[config.mk]
export PLATFORM = sky130hd
export DESIGN_NAME = inst_fetch_queue
export DESIGN_NICKNAME = d
export VERILOG_FILES = /design/src/rtl/inst_fetch_queue.sv
export SDC_FILE = /design/constraint.sdc
export NUM_CORES = 1
export LEC_CHECK = 0
export CAP_MARGIN = 20
export CORE_MARGIN = 5
export CORE_UTILIZATION = 48
export CTS_CLUSTER_SIZE = 10
export DETAILED_ROUTE_END_ITERATION = 16
export GPL_ROUTABILITY_DRIVEN = 1
export GPL_TIMING_DRIVEN = 1
export PLACE_DENSITY = 0.73
export SYNTH_ARGS = -nofsm -noshare
export SYNTH_HDL_FRONTEND = slang
export SYNTH_SLANG_ARGS = --single-unit
[constraint.sdc]
create_clock -name clk_in -period 15.6 [get_ports clk_in]
set_input_delay 2.34 -clock clk_in [delete_from_list [all_inputs] [get_ports clk_in]]
set_output_delay 2.34 -clock clk_in [all_outputs]
set_load 0.005 [all_outputs]
[src/rtl/inst_fetch_queue.sv]
`default_nettype none
// ============================================================================
//  Module   : inst_fetch_queue
//  Purpose  : Instruction fetch unit with a DEPTH-entry instruction FIFO.
//             Keeps at most one icache request outstanding, takes the next
//             fetch PC from the branch predictor, redirects on ROB clear-up
//             and discards a stale in-flight response after a redirect.
//  Ports    : clk_in/rst_in/rdy_in        clock, async reset, global ready
//             rob_clear_up/rob_next_pc    flush request and redirect target
//             fetch_pc/start_fetch        icache request (held until accepted)
//             fetch_ready/inst/inst_addr  icache response (one-cycle pulse)
//             pred_next_pc                predictor's next PC for fetch_pc
//             start_decode/inst_out/
//             inst_addr_out/issue_signal  FIFO head toward decoder
//             count                       FIFO occupancy
//  Revision : 1.0  initial release
// ============================================================================
module inst_fetch_queue #(
  parameter int              XLEN     = 32,
  parameter int              DEPTH    = 4,
  parameter logic [XLEN-1:0] RESET_PC = '0
) (
  input  logic                     clk_in,
  input  logic                     rst_in,
  input  logic                     rdy_in,
  input  logic                     rob_clear_up,
  input  logic [XLEN-1:0]          rob_next_pc,
  output logic [XLEN-1:0]          fetch_pc,
  output logic                     start_fetch,
  input  logic                     fetch_ready,
  input  logic [XLEN-1:0]          inst,
  input  logic [XLEN-1:0]          inst_addr,
  input  logic [XLEN-1:0]          pred_next_pc,
  output logic                     start_decode,
  output logic [XLEN-1:0]          inst_out,
  output logic [XLEN-1:0]          inst_addr_out,
  input  logic                     issue_signal,
  output logic [$clog2(DEPTH):0]   count
);

  localparam int AW = $clog2(DEPTH);
  localparam int CW = AW + 1;
  localparam logic [CW-1:0] FULL_CNT = CW'(DEPTH);

  typedef enum logic [1:0] {
    S_IDLE = 2'd0,   // no request outstanding
    S_WAIT = 2'd1,   // request outstanding, result wanted
    S_DROP = 2'd2    // request outstanding, result stale
  } state_t;

  state_t            state_q, state_d;
  logic [XLEN-1:0]   fetch_pc_q, fetch_pc_d;
  logic [XLEN-1:0]   redir_q, redir_d;
  logic              start_fetch_q, start_fetch_d;
  logic [CW-1:0]     count_q, count_d;
  logic [AW-1:0]     head_q, head_d;
  logic [AW-1:0]     tail_q, tail_d;
  logic [XLEN-1:0]   inst_mem_q [DEPTH];
  logic [XLEN-1:0]   addr_mem_q [DEPTH];

  logic              push_w;
  logic              pop_w;
  logic [CW-1:0]     next_count_w;
  logic              space_w;

  // A flush suppresses both FIFO operations; rdy_in low freezes everything.
  assign push_w = rdy_in && !rob_clear_up && (state_q == S_WAIT) && fetch_ready;
  assign pop_w  = rdy_in && !rob_clear_up && issue_signal && (count_q != '0);
  assign next_count_w = count_q + {{AW{1'b0}}, push_w} - {{AW{1'b0}}, pop_w};
  // A new request is only launched if a slot can be reserved for its result.
  assign space_w = (next_count_w < FULL_CNT);

  always_comb begin
    state_d       = state_q;
    fetch_pc_d    = fetch_pc_q;
    redir_d       = redir_q;
    start_fetch_d = start_fetch_q;
    count_d       = count_q;
    head_d        = head_q;
    tail_d        = tail_q;
    if (rdy_in) begin
      if (rob_clear_up) begin
        count_d = '0;
        head_d  = tail_q;
        unique case (state_q)
          S_IDLE: begin
            fetch_pc_d = rob_next_pc;
          end
          S_WAIT, S_DROP: begin
            if (fetch_ready) begin
              fetch_pc_d    = rob_next_pc;
              start_fetch_d = 1'b0;
              state_d       = S_IDLE;
            end else begin
              // fetch_pc must stay put for the request still in flight.
              redir_d = rob_next_pc;
              state_d = S_DROP;
            end
          end
          default: state_d = S_IDLE;
        endcase
      end else begin
        count_d = next_count_w;
        if (pop_w)  head_d = head_q + AW'(1);
        if (push_w) tail_d = tail_q + AW'(1);
        unique case (state_q)
          S_IDLE: begin
            if (space_w) begin
              start_fetch_d = 1'b1;
              state_d       = S_WAIT;
            end
          end
          S_WAIT: begin
            if (fetch_ready) begin
              fetch_pc_d    = pred_next_pc;
              start_fetch_d = space_w;
              state_d       = space_w ? S_WAIT : S_IDLE;
            end
          end
          S_DROP: begin
            if (fetch_ready) begin
              fetch_pc_d    = redir_q;
              start_fetch_d = space_w;
              state_d       = space_w ? S_WAIT : S_IDLE;
            end
          end
          default: state_d = S_IDLE;
        endcase
      end
    end
  end

  always_ff @(posedge clk_in or posedge rst_in) begin
    if (rst_in) begin
      state_q       <= S_IDLE;
      fetch_pc_q    <= RESET_PC;
      redir_q       <= RESET_PC;
      start_fetch_q <= 1'b0;
      count_q       <= '0;
      head_q        <= '0;
      tail_q        <= '0;
    end else begin
      state_q       <= state_d;
      fetch_pc_q    <= fetch_pc_d;
      redir_q       <= redir_d;
      start_fetch_q <= start_fetch_d;
      count_q       <= count_d;
      head_q        <= head_d;
      tail_q        <= tail_d;
    end
  end

  // Storage is cleared on reset so the decoder-side outputs read zero.
  always_ff @(posedge clk_in or posedge rst_in) begin
    if (rst_in) begin
      for (int i = 0; i < DEPTH; i++) begin
        inst_mem_q[i] <= '0;
        addr_mem_q[i] <= '0;
      end
    end else if (push_w) begin
      inst_mem_q[tail_q] <= inst;
      addr_mem_q[tail_q] <= inst_addr;
    end
  end

  assign fetch_pc      = fetch_pc_q;
  assign start_fetch   = start_fetch_q;
  assign count         = count_q;
  assign start_decode  = (count_q != '0);
  assign inst_out      = inst_mem_q[head_q];
  assign inst_addr_out = addr_mem_q[head_q];

  always @(posedge clk_in) begin
    if (!rst_in && rdy_in) begin
      assert (!(state_q == S_IDLE && fetch_ready))
        else $fatal(1, "inst_fetch_queue: fetch_ready with no request outstanding");
      assert (count_q <= FULL_CNT)
        else $fatal(1, "inst_fetch_queue: FIFO occupancy exceeds DEPTH");
    end
  end

endmodule
`default_nettype wire
==> metrics.md <==
| Metric | Value |
|---|---|
| Status | completed |
| Buffers on Ports | 234 |
| Starting DRT DRC Count | 375 |
| Drt first pass iters | 4 |
| Endpoints failing hold | 0 |
| Avg Inst Size Synth | 15.8 um2 |
| Wire length per cell | 20.4 um |
| # setup viols final | 0 |
| Yosys cell types | 40 |
| Hold Path Origin | addr_mem_q[17]$_DFFE_PP0P_ |
| Slew headroom | 0.266 |
| Seq cells post-synth | 330 |
| Die W | 186 um |
| CTS max path bufs | 3 |
| Period utilisation layout | 0.354 |
| Die Height | 186 um |
| R2r setup slk | 12,390 ps |
| Synth Net Count | 1,090 |
| # H-tree levels | 2 |
| Hold buffer count at cts | 0 |
| Leak pwr | 0.00872 uW |
| R2r worst-path depth | 13 |
| Hold WS | 484 ps |
| CTS Sinks | 330 |
| FF-to-FF End | state_q[0]$_DFFE_PP0P_ |
| Clock Latency Late Sink | 520 ps |
| Vias per inst | 5.47 |
| Post-synth EDFFs | 0 |
| DR DRC count | 0 |
| Fmax | 181 MHz |
| Worst Hold Path Cells | 1 |
| Ant diodes | 0 |
| Number of global-route vias before repair | 9,525 |
| Worst-path clk slew | 60 ps |
| Die area | 34,700 um2 |
| Final wirelength | 32,000 um |
| IO Pins | 235 |
| CP startpoint kind | flop |
| Register area share after synthesis | 0.554 |
| Vias | 8,599 |
| Pwr dens | 177 nW/um2 |
| Crit path capture type | output pin |
| Max-Cap Viols | 0 |
| HPWL after DPL | 19,700 um |
| Gpl congestion | 0.785 |
| Pin count of the biggest net entering global routing | 122 |
| Area Overhead vs Synth | 24.4% |
| Final Non-Filler Cells | 1,573 |
| Final Critical Period | 5520 ps |
| Gr usage total | 0.188 |
| Post-cts sizing count | 0 |
| Post-CTS Repair Setup Buffers | 0 |
| Final Total Pwr | 3280 uW |
| Placed cells | 1,522 |
| Post-synthesis cell count | 945 |
| Final layout net count | 1,312 |
| Initial Utilization | 0.487 |
| VDD IR max | 0.000120 V |
| Final Max Tran Viols | 0 |
| DRT antenna net count | 0 |
| Min-Delay Path Class | reg -> reg |
| Mapped Area | 14,900 um2 |
| Num CTS Buffers | 39 |
| Clk root buf | clkbuf_16 |
| Async S/R FF share, synth | 1.00 |
| Most common cell after layout, fill and taps aside | dfrtp_1 |
| Core area | 30,600 um2 |
| Grt total ovfl | 0 |
| Num rows | 64 |
| Required time worst endpoint | 13,260 ps |
| Hold Path End | addr_mem_q[17]$_DFFE_PP0P_ |
| Worst r2r src | state_q[1]$_DFFE_PP0P_ |
| Crit-path max FO | 50 |
| Share of layout cells above drive strength 1 | 0.319 |
| Fin Setup TNS | 0 ps |
| Yosys warning total | 0 |
| First-pass GRT wire length | 52,100 um |
| Critical Path AT | 3180 ps |
| Most frequent cells in the layout | 328 x dfrtp_1, 233 x clkdlybuf4s50_1, 221 x mux2_2 |
| Number of antenna violations at the first check in global routing | 3 |
| Slew @ Worst Pin | 1100 ps |
| CTS tree | yes |
| Ys flop type | dfrtp_1 |
| WS Path Type | reg -> out |
| Worst clock skew | 18.0 ps |
| RSZ-0062 raised after global routing | false |
## where the power goes
group	switching (uW)	internal [uW]	total (uW)
clock	324	465	788
combinational	394	734	1130
sequential	177	1190	1370
total	894	2390	3280
## layer usage
| metal | track usage | wire (um) | part of all wire | vias to the layer above |
|---|---|---|---|---|
| met1 | 0.247 | 13400 | 0.42 | 4430 |
| met4 | 0.0423 | 529 | 0.017 | 6 |
| li1 | - | - | - | 3905 |
| met3 | 0.0646 | 2600 | 0.081 | 44 |
| met2 | 0.308 | 15400 | 0.48 | 214 |
| met5 | 0 | 43 | 0.0013 | - |
## cell usage after synthesis, types with 5 or more instances
master    instances  share of area
mux2_1           69          0.052
inv_1            12         0.0030
ha_1             10         0.0084
mux4_2           64          0.097
buf_2            39          0.013
o21ai_0          39          0.013
mux2_2          221           0.17
nand2_1          37         0.0093
mux2i_1          32          0.021
nand2_4           5         0.0038
dfrtp_1         330           0.55
mux2_4           30          0.030
clkbuf_1         12         0.0030
## cell families after synthesis
group / synth area share
AND/OR/NAND/NOR: 0.0204
AO/OA/AOI/OAI: 0.0199
adder cells (fa/ha/maj): 0.00974
flip-flops: 0.554
XOR/XNOR: 0.00269
buffers and inverters: 0.0254
multiplexers: 0.368
## state kept, by name, summed over array words and instances, names as in the netlist
signal and flops:
inst_mem_q 128, head_q 2, start_fetch 1, fetch_pc 32
tail_q 2, state_q 2, count 3, addr_mem_q 128
redir_q 32
## metrics by stage
step	worst slack [ps]	cell area [um2]	utilization
floorplan	4120	14900	-
CTS	9990	18500	0.606
global placement	9870	17500	0.571
global route	9890	18500	0.606
detailed placement	9780	17500	0.571
finish	10080	18500	0.606
## how the worst max path moves through the flow
| stage | start | to | slack (ps) | cells past startpoint |
|---|---|---|---|---|
| 2_1_floorplan | rst_in | addr_mem_q[0]$_DFFE_PP0P_ | 4120 | 1 |
| 3_3_place_gp | rdy_in | state_q[0]$_DFFE_PP0P_ | 9870 | 12 |
| 3_5_place_dp | rdy_in | state_q[0]$_DFFE_PP0P_ | 9780 | 12 |
| 4_1_cts | head_q[0]$_DFFE_PP0P_ | inst_out[30] | 9990 | 3 |
| 5_1_grt | head_q[0]$_DFFE_PP0P_ | inst_addr_out[31] | 9890 | 3 |
| 6_report | head_q[0]$_DFFE_PP0P_ | inst_out[30] | 10080 | 3 |
## worst max-delay path, stage by stage (launching register included)
cell and delay [ps]:
dfrtp_4 640, buf_4 850, mux4_2 630, clkdlybuf4s50_1 510
## final cells by class
| cell class | instances | area, um2 |
|---|---|---|
| Clock buffer | 49 | 1040 |
| Clock inverter | 2 | 25.0 |
| Fill cell | 2372 | 12100 |
| Inverter | 12 | 52.6 |
| Multi-Input combinational cell | 543 | 6270 |
| Sequential cell | 330 | 8270 |
| Tap cell | 396 | 495 |
| Timing Repair Buffer | 241 | 2390 |
(Power assumes the default switching activity.)
